`src/rtl/hms_countdown_timer.sv`:
```
`default_nettype none
// ============================================================================
// Module : hms_countdown_timer
// hh:mm:ss BCD countdown timer with preset memory, auto-reload and alert.
// Rev    : 1.0
// ============================================================================
module hms_countdown_timer #(
  parameter int CLK_FREQ        = 100_000_000,
  parameter int MAX_HOUR        = 23,
  parameter int ALERT_TIMEOUT_S = 60,
  parameter int AUTO_RELOAD     = 0
) (
  input  logic        clk,
  input  logic        reset,
  input  logic        start_stop,
  input  logic        field_sel,
  input  logic        inc,
  input  logic        dec,
  input  logic        clear,
  input  logic        ack,
  output logic [23:0] time_value,
  output logic [1:0]  state,
  output logic [1:0]  cursor_pos,
  output logic        alert,
  output logic        expired_p
);

  localparam int TICK_W = $clog2(CLK_FREQ);
  localparam int ASEC_W = (ALERT_TIMEOUT_S > 2) ? $clog2(ALERT_TIMEOUT_S) : 1;
  localparam logic [TICK_W-1:0] TICK_LAST = TICK_W'(CLK_FREQ - 1);
  localparam logic [ASEC_W-1:0] ASEC_LAST =
    ASEC_W'((ALERT_TIMEOUT_S > 0) ? (ALERT_TIMEOUT_S - 1) : 0);
  localparam logic [7:0] HOUR_TOP = 8'(((MAX_HOUR / 10) * 16) + (MAX_HOUR % 10));

  typedef enum logic [1:0] {
    ST_SET     = 2'd0,
    ST_RUN     = 2'd1,
    ST_PAUSE   = 2'd2,
    ST_EXPIRED = 2'd3
  } state_t;

  state_t              cur_state, nxt_state;
  logic [23:0]         value, value_nxt;
  logic [23:0]         preset, preset_nxt;
  logic [1:0]          cursor, cursor_nxt;
  logic [TICK_W-1:0]   tick_cnt, tick_cnt_nxt;
  logic                pend, pend_nxt;
  logic                alert_nxt, expired_p_nxt;
  logic [TICK_W-1:0]   alert_div, alert_div_nxt;
  logic [ASEC_W-1:0]   alert_sec, alert_sec_nxt;
  logic [23:0]         value_dec;

  function automatic logic [7:0] bcd_inc(input logic [7:0] v, input logic [7:0] top);
    if (v == top)              return 8'h00;
    else if (v[3:0] == 4'd9)   return {v[7:4] + 4'd1, 4'd0};
    else                       return {v[7:4], v[3:0] + 4'd1};
  endfunction

  function automatic logic [7:0] bcd_dec(input logic [7:0] v, input logic [7:0] top);
    if (v == 8'h00)            return top;
    else if (v[3:0] == 4'd0)   return {v[7:4] - 4'd1, 4'd9};
    else                       return {v[7:4], v[3:0] - 4'd1};
  endfunction

  // One-second decrement with borrow; never applied to an all-zero value.
  assign value_dec[7:0]   = bcd_dec(value[7:0], 8'h59);
  assign value_dec[15:8]  = (value[7:0] == 8'h00) ? bcd_dec(value[15:8], 8'h59)
                                                  : value[15:8];
  assign value_dec[23:16] = (value[15:0] == 16'h0000) ? bcd_dec(value[23:16], HOUR_TOP)
                                                      : value[23:16];

  assign time_value = value;
  assign state      = cur_state;
  assign cursor_pos = cursor;

  always_ff @(posedge clk or posedge reset) begin
    if (reset) begin
      cur_state <= ST_SET;
      value     <= '0;
      preset    <= '0;
      cursor    <= '0;
      tick_cnt  <= '0;
      pend      <= 1'b0;
      alert     <= 1'b0;
      expired_p <= 1'b0;
      alert_div <= '0;
      alert_sec <= '0;
    end else begin
      cur_state <= nxt_state;
      value     <= value_nxt;
      preset    <= preset_nxt;
      cursor    <= cursor_nxt;
      tick_cnt  <= tick_cnt_nxt;
      pend      <= pend_nxt;
      alert     <= alert_nxt;
      expired_p <= expired_p_nxt;
      alert_div <= alert_div_nxt;
      alert_sec <= alert_sec_nxt;
    end
  end

  always_comb begin
    nxt_state     = cur_state;
    value_nxt     = value;
    preset_nxt    = preset;
    cursor_nxt    = cursor;
    tick_cnt_nxt  = tick_cnt;
    pend_nxt      = pend;
    alert_nxt     = alert;
    expired_p_nxt = 1'b0;
    alert_div_nxt = alert_div;
    alert_sec_nxt = alert_sec;

    if (alert) begin
      if (alert_div == TICK_LAST) begin
        alert_div_nxt = '0;
        if (ALERT_TIMEOUT_S != 0) begin
          if (alert_sec == ASEC_LAST) begin
            alert_nxt     = 1'b0;
            alert_sec_nxt = '0;
          end else begin
            alert_sec_nxt = alert_sec + 1'b1;
          end
        end
      end else begin
        alert_div_nxt = alert_div + 1'b1;
      end
    end

    if (clear) begin
      nxt_state     = ST_SET;
      value_nxt     = '0;
      cursor_nxt    = '0;
      tick_cnt_nxt  = '0;
      pend_nxt      = 1'b0;
      alert_nxt     = 1'b0;
      alert_div_nxt = '0;
      alert_sec_nxt = '0;
    end else begin
      if (ack) begin
        alert_nxt     = 1'b0;
        alert_div_nxt = '0;
        alert_sec_nxt = '0;
        if (cur_state == ST_EXPIRED) begin
          nxt_state = ST_SET;
          value_nxt = preset;
        end
      end

      case (cur_state)
        ST_SET: begin
          if (start_stop) begin
            if (value != 24'h000000) begin
              nxt_state    = ST_RUN;
              preset_nxt   = value;
              tick_cnt_nxt = '0;
              cursor_nxt   = '0;
            end
          end else if (field_sel) begin
            cursor_nxt = (cursor == 2'd2) ? 2'd0 : cursor + 2'd1;
          end else if (inc || dec) begin
            case (cursor)
              2'd1:    value_nxt[15:8]  = inc ? bcd_inc(value[15:8], 8'h59)
                                              : bcd_dec(value[15:8], 8'h59);
              2'd2:    value_nxt[23:16] = inc ? bcd_inc(value[23:16], HOUR_TOP)
                                              : bcd_dec(value[23:16], HOUR_TOP);
              default: value_nxt[7:0]   = inc ? bcd_inc(value[7:0], 8'h59)
                                              : bcd_dec(value[7:0], 8'h59);
            endcase
          end
        end

        ST_RUN: begin
          // Expiry lands one cycle after the tick that reached zero.
          if (pend) begin
            pend_nxt      = 1'b0;
            expired_p_nxt = 1'b1;
            alert_nxt     = 1'b1;
            alert_div_nxt = '0;
            alert_sec_nxt = '0;
            if (AUTO_RELOAD != 0) value_nxt = preset;
            else                  nxt_state = ST_EXPIRED;
          end
          if (start_stop) begin
            if (AUTO_RELOAD != 0 || !pend) nxt_state = ST_PAUSE;
          end else if (tick_cnt == TICK_LAST) begin
            tick_cnt_nxt = '0;
            value_nxt    = value_dec;
            if (value == 24'h000001) pend_nxt = 1'b1;
          end else begin
            tick_cnt_nxt = tick_cnt + 1'b1;
          end
        end

        ST_PAUSE: begin
          if (start_stop) nxt_state = ST_RUN;
        end

        default: ;
      endcase
    end
  end

endmodule
`default_nettype wire

```
`config.mk`:
```
export PLATFORM = sky130hd
export DESIGN_NAME = hms_countdown_timer
export DESIGN_NICKNAME = d
export VERILOG_FILES = /design/src/rtl/hms_countdown_timer.sv
export SDC_FILE = /design/constraint.sdc
export NUM_CORES = 1
export LEC_CHECK = 0
export CORE_ASPECT_RATIO = 0.75
export CORE_MARGIN = 2
export CORE_UTILIZATION = 57
export DETAILED_ROUTE_END_ITERATION = 12
export PLACE_DENSITY = 0.76
export SYNTH_ARGS = -nofsm -noshare
export SYNTH_HDL_FRONTEND = slang
export SYNTH_SLANG_ARGS = --single-unit
export TNS_END_PERCENT = 20
```
`constraint.sdc`:
```
create_clock -name clk -period 5.2 [get_ports clk]
set_input_delay 1.56 -clock clk [delete_from_list [all_inputs] [get_ports clk]]
set_output_delay 1.56 -clock clk [all_outputs]
set_load 0.02 [all_outputs]
```
# Word-level counts from Yosys, hierarchy flattened
# Index checks and enable logic that the tools add are counted.
[totals]
output_inout_bits = 30
in_bits = 8
regBits = 115
word_cells = 155
[classes]
add_sub_neg = 16
n_eq_ne = 24
n_bitwise = 1
muxes = 79
n_reduce_logical = 20
[op_table]
columns = ["op", "n"]
rows = [
  ["two-way mux 27 bit", 11],
  ["two-way mux 24 bit", 8],
  ["two-way mux 8 bit", 20],
  ["adder 27 x 1 -> 27 bit, second input constant", 2],
  ["== test 27 bit, second input constant", 2],
  ["case mux 27 bit (2 select lines)", 1],
  ["case mux 24 bit (2 select lines)", 1],
  ["two-way mux 6 bit", 7],
  ["two-way mux 2 bit", 15],
  ["!= test 9 bit, second input constant", 3],
  ["adder 4 x 1 -> 4 bit, second input constant", 6],
  ["== test 24 x 1 -> 1 bit, second input constant", 1],
  ["zero test 8 bit", 3],
  ["nonzero test 24 bit", 1],
  ["subtractor 4 x 1 -> 4 bit, second input constant", 6],
  ["== test 8 x 7 -> 1 bit, second input constant", 2],
  ["zero test 16 bit", 1],
  ["two-way mux 1 bit", 15],
  ["== test 4 bit, second input constant", 3],
  ["zero test 4 bit", 3],
  ["!= test 5 bit, second input constant", 2],
  ["!= test 3 bit, second input constant", 3],
  ["== test 8 x 6 -> 1 bit, second input constant", 1],
  ["AND reduction 4 bit", 2],
  ["15 further kinds", 21],
]

# Depth between registers and ports, before layout
# Gate-level depths: netlist of run 1.
[depth]
ltp_word = 10
ltp_mapped = 11
depth_no_buf = 8

# Worst setup path after synthesis of run 1
# OpenSTA, ideal clock, no wires.
[synth_path]
path_type = "input port to flip-flop"
startpoint = "in clear"
endpoint = "reg value[20], in the netlist time_value[20]"
required_time_ns = 5.078
path_buffers = 1
setup_time_ns = 0.122
t_arrival_ns = 3.401
path_slack_ns = 1.677
stages = 7
path_cell_list = "clkbuf_1 -> or4b_2 -> a41oi_1 -> nor4b_1 -> nand2b_1 -> a21oi_1 -> a32o_1"
[synth_via]
elab_chain_cells = 2
elab_cells_between_ends = 4
classes_between = "eq/ne (2); mux (1); reduce/logical (1)"
[synth_rtl]
columns = ["element", "line_no", "text"]
rows = [
  ["start, declared", "19", "input logic clear,"],
  ["!= test 9 bit (no source line) or != test 5 bit (tied branches)", "-", ""],
  ["AND reduction 2 bit (no source line)", "-", ""],
  ["end signal, assigned", "90", "value <= value_nxt;"],
  ["end, declared", "43", "logic [23:0] value, value_nxt;"],
]
# Parallel ways exist; a longest one is shown, timed or not.
# A chain may end at the register's enable or synchronous reset.

# Final worst setup path of run 1
[layout_path]
startpoint = "in start_stop"
endpoint = "reg tick_cnt[18]"
[layout_via]
elab_chain_cells = 2
elab_cells_between_ends = 3
classes_between = "eq/ne (2); reduce/logical (1)"
[layout_rtl]
columns = ["element", "line_no", "text"]
rows = [
  ["start, declared", "15", "input logic start_stop,"],
  ["!= test 3 bit (no source line)", "-", ""],
  ["AND reduction 4 bit (no source line) (*)", "-", ""],
  ["end signal, assigned", "93", "tick_cnt <= tick_cnt_nxt;"],
  ["end, declared", "46", "logic [TICK_W-1:0] tick_cnt, tick_cnt_nxt;"],
]
# Mark *: on every way between the ends. The rest lies on a longest branch, timed or not.

==> results_dict.tcl, run 1 <==
set metrics [dict create \
    final_antenna_net_count 0 \
    powerDensity_nw_per_um2 322 \
    setup-tns-final_ns 0 \
    p_leak_nw 3.66 \
    drv_cap 0 \
    antenna_found_initial 0 \
    post_cts_buffers 0 \
    min_period_over_period_pct 75.3 \
    clock-root-buffer "clkbuf_16" \
    slew_viol_final 0 \
    max_slew_margin_pct 20.4 \
    clkSlewWorstSetupHoldPaths_ns 0.06 \
    ys_ff_latch 115 \
    syn_area_per_cell_um2 8.63 \
    fin_crit_ns 3.92 \
    htreeDepth 4 \
    final_common_cell "nor2_1" \
    wire_per_inst_um 18.9 \
    cts_hold_buffers 0 \
    synth-edff-count 0 \
    hold_path_class "reg2reg" \
    arrival_ns 4.26 \
    crit_path_start_kind "primary input" \
    initial_core_util_pct 57.8 \
    final_util_pct 66.1 \
    diodes 0 \
    clock_sinks 115 \
    final-hold-violation-count 0 \
    yosysWarnings 0 \
    timing.final.ws_setup_ns 1.28 \
    cts_resized 0 \
    die_y_um 106 \
    synth_cell_types 76 \
    die_area_um2 14700 \
    cts_tree "built" \
    worstMarginPinSlew_ns 1.19 \
    post-place-ws_ns 0.863 \
    end_kind "flop" \
    nNetsFinal 962 \
    async_reset_ff_share_pct 100 \
    ir_worst_vdd_mv 0.229 \
    finClkSkew_ns 0.0152 \
    row_count 37 \
    first_pass_iters 6 \
    fillers 1108 \
    max_freq_mhz 255 \
    drive_above_1_share_pct 10.6 \
    cp_data_required_time_ns 5.54 \
    grt_pass1_vias 6723 \
    yosysSeqAreaShare_pct 36.7 \
    wl_um 21100 \
    grt_max_degree 71 \
    gp_congestion 0.949 \
    critPathMaxFanout 18 \
    rsz0062_at_grt "no" \
    cts_buffers 17 \
    overflow 0 \
    port_buffers 37 \
    vias_per_cell 6.38 \
    io_pins 38 \
    area_growth_syn_to_layout_pct 14.4 \
    grt_first_pass_wirelength_um 35000 \
    fp.coreArea_um2 13600 \
    syn_nets 942 \
    track_usage_pct 29.7 \
    syn-cell-area_um2 7840 \
    place_hpwl_um 14100 \
    drt_iter0_markers 696 \
    final_cell_mix "nor2_1, dfrtp_1, nand2_1" \
    status "finished, final reports clean" \
    fp.dieW_um 139 \
    drc 0 \
    netlist_instances 908 \
    path_class "in2reg" \
    cts_buffer_depth 2 \
    ys.flop_type "dfrtp_1" \
    num_vias 7115 \
    clk_latency_ns 0.42 \
    finalSetupViolCount 0 \
]
[through the flow]
stage	total power, W	hold slack [ns]	instance area [um2]	instances
after floorplan	0.00144	0.467	7840	908
after global placement	0.00161	0.488	8330	1084
after detailed placement	0.00162	0.494	8330	1084
after CTS	0.00289	0.506	8960	1115
after global routing	0.00301	0.519	8960	1115
final	0.00289	0.504	8960	1115
[metal layers]
metal,track usage (%),up-vias,part of all wire [%]
met2,43.2,330,43
li1,-,3346,-
met4,8.73,0,1.8
met1,43.9,3403,47
met3,7.22,36,8.2
met5,0,-,0
[final cells by class]
class,count,area (um2),share of cell area (%)
Multi-Input combinational cell,705,4590,51.3
Clock inverter,8,149,1.66
Clock buffer,23,488,5.44
Tap cell,175,219,2.44
Timing Repair Buffer,55,505,5.64
Sequential cell,115,2880,32.1
Inverter,34,130,1.45
[worst max-delay path, cell delays in order]
cell and delay (ns):
clkdlybuf4s50_1 0.62, inv_1 0.18, a21oi_1 0.94, and2_1 0.51, nor2b_1 0.09, buf_4 0.21
nor2_1 0.13
[flip-flops by register name, indices dropped and copies added, names as in the netlist, 2 cells and up]
name,flops
state,2
time_value,24
alert_sec,6
preset,24
alert_div,27
cursor_pos,2
tick_cnt,27
[synthesized netlist by cell type (15+ instances only)]
cell,instances,area (um2)
nor2_1,117,439
dfrtp_1,115,2880
nand2_1,72,270
o21ai_0,46,230
a21oi_1,44,220
clkbuf_1,40,150
nand3_1,39,195
inv_1,33,124
xnor2_1,31,272
nand4_1,28,175
ha_1,26,325
mux2_2,26,293
xor2_1,24,210
mux2i_1,22,220
nor3_1,18,90.1
nor4_1,15,93.8
[power by group]
group	internal (W)	switching [W]	total, W
clock network	0.000850	0.000424	0.00127
registers	0.000957	0.0000927	0.00105
logic	0.000239	0.000328	0.000567
[logic make-up (layout without fill, tap and decap cells)]
kind of cell / count (synthesis) / count (layout) / share of synthesized area (%)
adders and majority gates: 26 / 26 / 4.15
buffers and inverters: 88 / 120 / 4.68
xor gates and xnor gates: 55 / 55 / 6.15
muxes: 48 / 48 / 6.55
DFF: 115 / 115 / 36.7
AOI/OAI and AO/OA: 203 / 203 / 17.6
and+or+nand+nor: 373 / 373 / 24.1
[final timing paths]
| kind | startpoint | endpoint | slack [ns] | depth (start not counted) |
|---|---|---|---|---|
| setup / recovery | start_stop | tick_cnt[18]$_DFFE_PP0P_ | 1.28 | 7 |
| hold / removal | preset[2]$_DFFE_PP0P_ | preset[2]$_DFFE_PP0P_ | 0.50 | 1 |
| setup reg to reg | time_value[0]$_DFF_PP0_ | tick_cnt[18]$_DFFE_PP0P_ | 1.47 | 9 |
| hold reg to reg | preset[2]$_DFFE_PP0P_ | preset[2]$_DFFE_PP0P_ | 0.50 | 1 |
| max in group asynchronous | reset | time_value[18]$_DFFE_PP0P_ | 2.61 | 3 |
| min in group asynchronous | reset | tick_cnt[3]$_DFFE_PP0P_ | 1.68 | 2 |
(Power assumes the default switching activity.)
==> run 2: changes to the inputs <==
Clock period 5.2 ns to 3.86 ns, I/O delays scaled along.
==> run 2 against run 1 <==
Critical path depth is 2 higher; critical endpoint is now tick_cnt[6]$_DFFE_PP0P_; cell count rose by 2.0%; register-to-register slack got worse by 0.85 ns; first-iteration DRC count rose by 13%; global-route usage decreased by 0.29 points; clock-buffer cell count decreased by 3; non-clock buffer count up 21; critical path type is now reg2reg; setup slack lost 0.66 ns.
==> results_dict.tcl, run 2 (synthesis gave the netlist of run 1 again) <==
set metrics [dict create \
    clk_latency_ns 0.42 \
    initial_core_util_pct 57.8 \
    max_freq_mhz 309 \
    grt_max_degree 58 \
    arrival_ns 3.53 \
    clock-root-buffer "clkbuf_16" \
    finClkSkew_ns 0.0138 \
    fin_crit_ns 3.24 \
    crit_path_start_kind "flop" \
    regToRegSetupSlack_ns 0.62 \
    grt_pass1_vias 6831 \
    hp-start "preset[15]$_DFFE_PP0P_" \
    ir_worst_vdd_mv 0.315 \
    min_period_over_period_pct 83.8 \
    grt_first_pass_wirelength_um 35200 \
    powerDensity_nw_per_um2 417 \
    drt_iter0_markers 785 \
    vias_per_cell 6.43 \
    crit-reg2reg-launch "time_value[13]$_DFFE_PP0P_" \
    die_area_um2 14700 \
    num_vias 7306 \
    slew_viol_final 0 \
    nNetsFinal 983 \
    path_class "reg2reg" \
    holdWs_ns 0.502 \
    final-hold-violation-count 0 \
    cts_buffer_depth 2 \
    die_y_um 106 \
    status "finished, final reports clean" \
    htreeDepth 4 \
    post_cts_buffers 0 \
    io_pins 38 \
    fin_cells 1137 \
    drc 0 \
    wl_um 21300 \
    antenna_found_initial 0 \
    worst-r2r-cell-count 9 \
    setup-tns-final_ns 0 \
    cts_resized 0 \
    worstReg2RegEnd "tick_cnt[6]$_DFFE_PP0P_" \
    finalSetupViolCount 0 \
    fp.dieW_um 139 \
    wire_per_inst_um 18.7 \
    track_usage_pct 29.4 \
    critPathMaxFanout 19 \
    cts_tree "built" \
    final_antenna_net_count 0 \
    dp.cells 1105 \
    crit_end "tick_cnt[6]$_DFFE_PP0P_" \
    clkSlewWorstSetupHoldPaths_ns 0.06 \
    end_kind "flop" \
    largestRegisters "alert_div (27), tick_cnt (27)" \
    rsz0062_at_grt "no" \
    p_leak_nw 3.74 \
    fillers 1118 \
    area_growth_syn_to_layout_pct 15.9 \
    first_pass_iters 6 \
    cts_hold_buffers 0 \
    drive_above_1_share_pct 12.8 \
    hold_path_class "reg2reg" \
    port_buffers 37 \
    worstMarginPinSlew_ns 0.841 \
    clock_sinks 115 \
    cp_data_required_time_ns 4.15 \
    fp.coreArea_um2 13600 \
    final_common_cell "nor2_1" \
    final_cell_mix "nor2_1, dfrtp_1, nand2_1" \
    diodes 0 \
    place_hpwl_um 14300 \
    overflow 0 \
    max_slew_margin_pct 43.9 \
    startpoint "time_value[13]$_DFFE_PP0P_" \
    cts_buffers 17 \
    row_count 37 \
    gp_congestion 0.963 \
    drv_cap 0 \
]
run 2: final cells by class:
class	instances	area [um2]	share of cell area (%)
repair buffers	76	676	7.44
well taps	175	219	2.41
multi-input cells	705	4590	50.6
inverters	34	131	1.45
clock buffers	20	457	5.03
clock inverters	12	130	1.43
flip-flops and latches	115	2880	31.7
run 2: report_power, final:
group / switching (W) / internal, W / total [W]
combinational: 0.000466 / 0.000349 / 0.000816
clock: 0.000582 / 0.000984 / 0.00157
sequential: 0.000117 / 0.00129 / 0.00141
run 2: worst min path at each step:
stage                          endpoint  depth (start not counted)
6_report         preset[15]$_DFFE_PP0P_                          1
5_1_grt           preset[8]$_DFFE_PP0P_                          1
4_1_cts          preset[15]$_DFFE_PP0P_                          1
3_5_place_dp     preset[15]$_DFFE_PP0P_                          1
3_3_place_gp     preset[15]$_DFFE_PP0P_                          1
2_1_floorplan  tick_cnt[10]$_DFFE_PP0P_                          1
run 2: layer usage:
metal  share of wire, %  global-route usage (%)  vias to the layer above
met2                 43                    43.2                      383
met4                1.3                    9.09                        0
li1                   -                       -                     3392
met1                 47                    44.2                     3493
met3                8.7                    5.22                       38
met5                  0                       0                        -
run 2: per-stage QoR:
step                      area [um2]  utilization, %  total power (W)  setup WS (ns)
after floorplan                 7840               -          0.00194          0.739
after CTS                       9080            67.0          0.00379          0.661
after detailed placement        8500            62.7          0.00222          0.275
final                           9080            67.0          0.00379          0.624
after global placement          8500            62.7          0.00220          0.285
after global routing            9080            67.0          0.00394          0.432
run 2: critical path: stages, from the launching register on:
cell	delay, ns
dfrtp_1	0.47
inv_1	0.16
ha_1	0.20
nor3b_1	0.52
nand4_1	0.32
o211ai_2	0.71
and2_1	0.29
buf_4	0.19
o21ai_0	0.14
o41ai_1	0.10
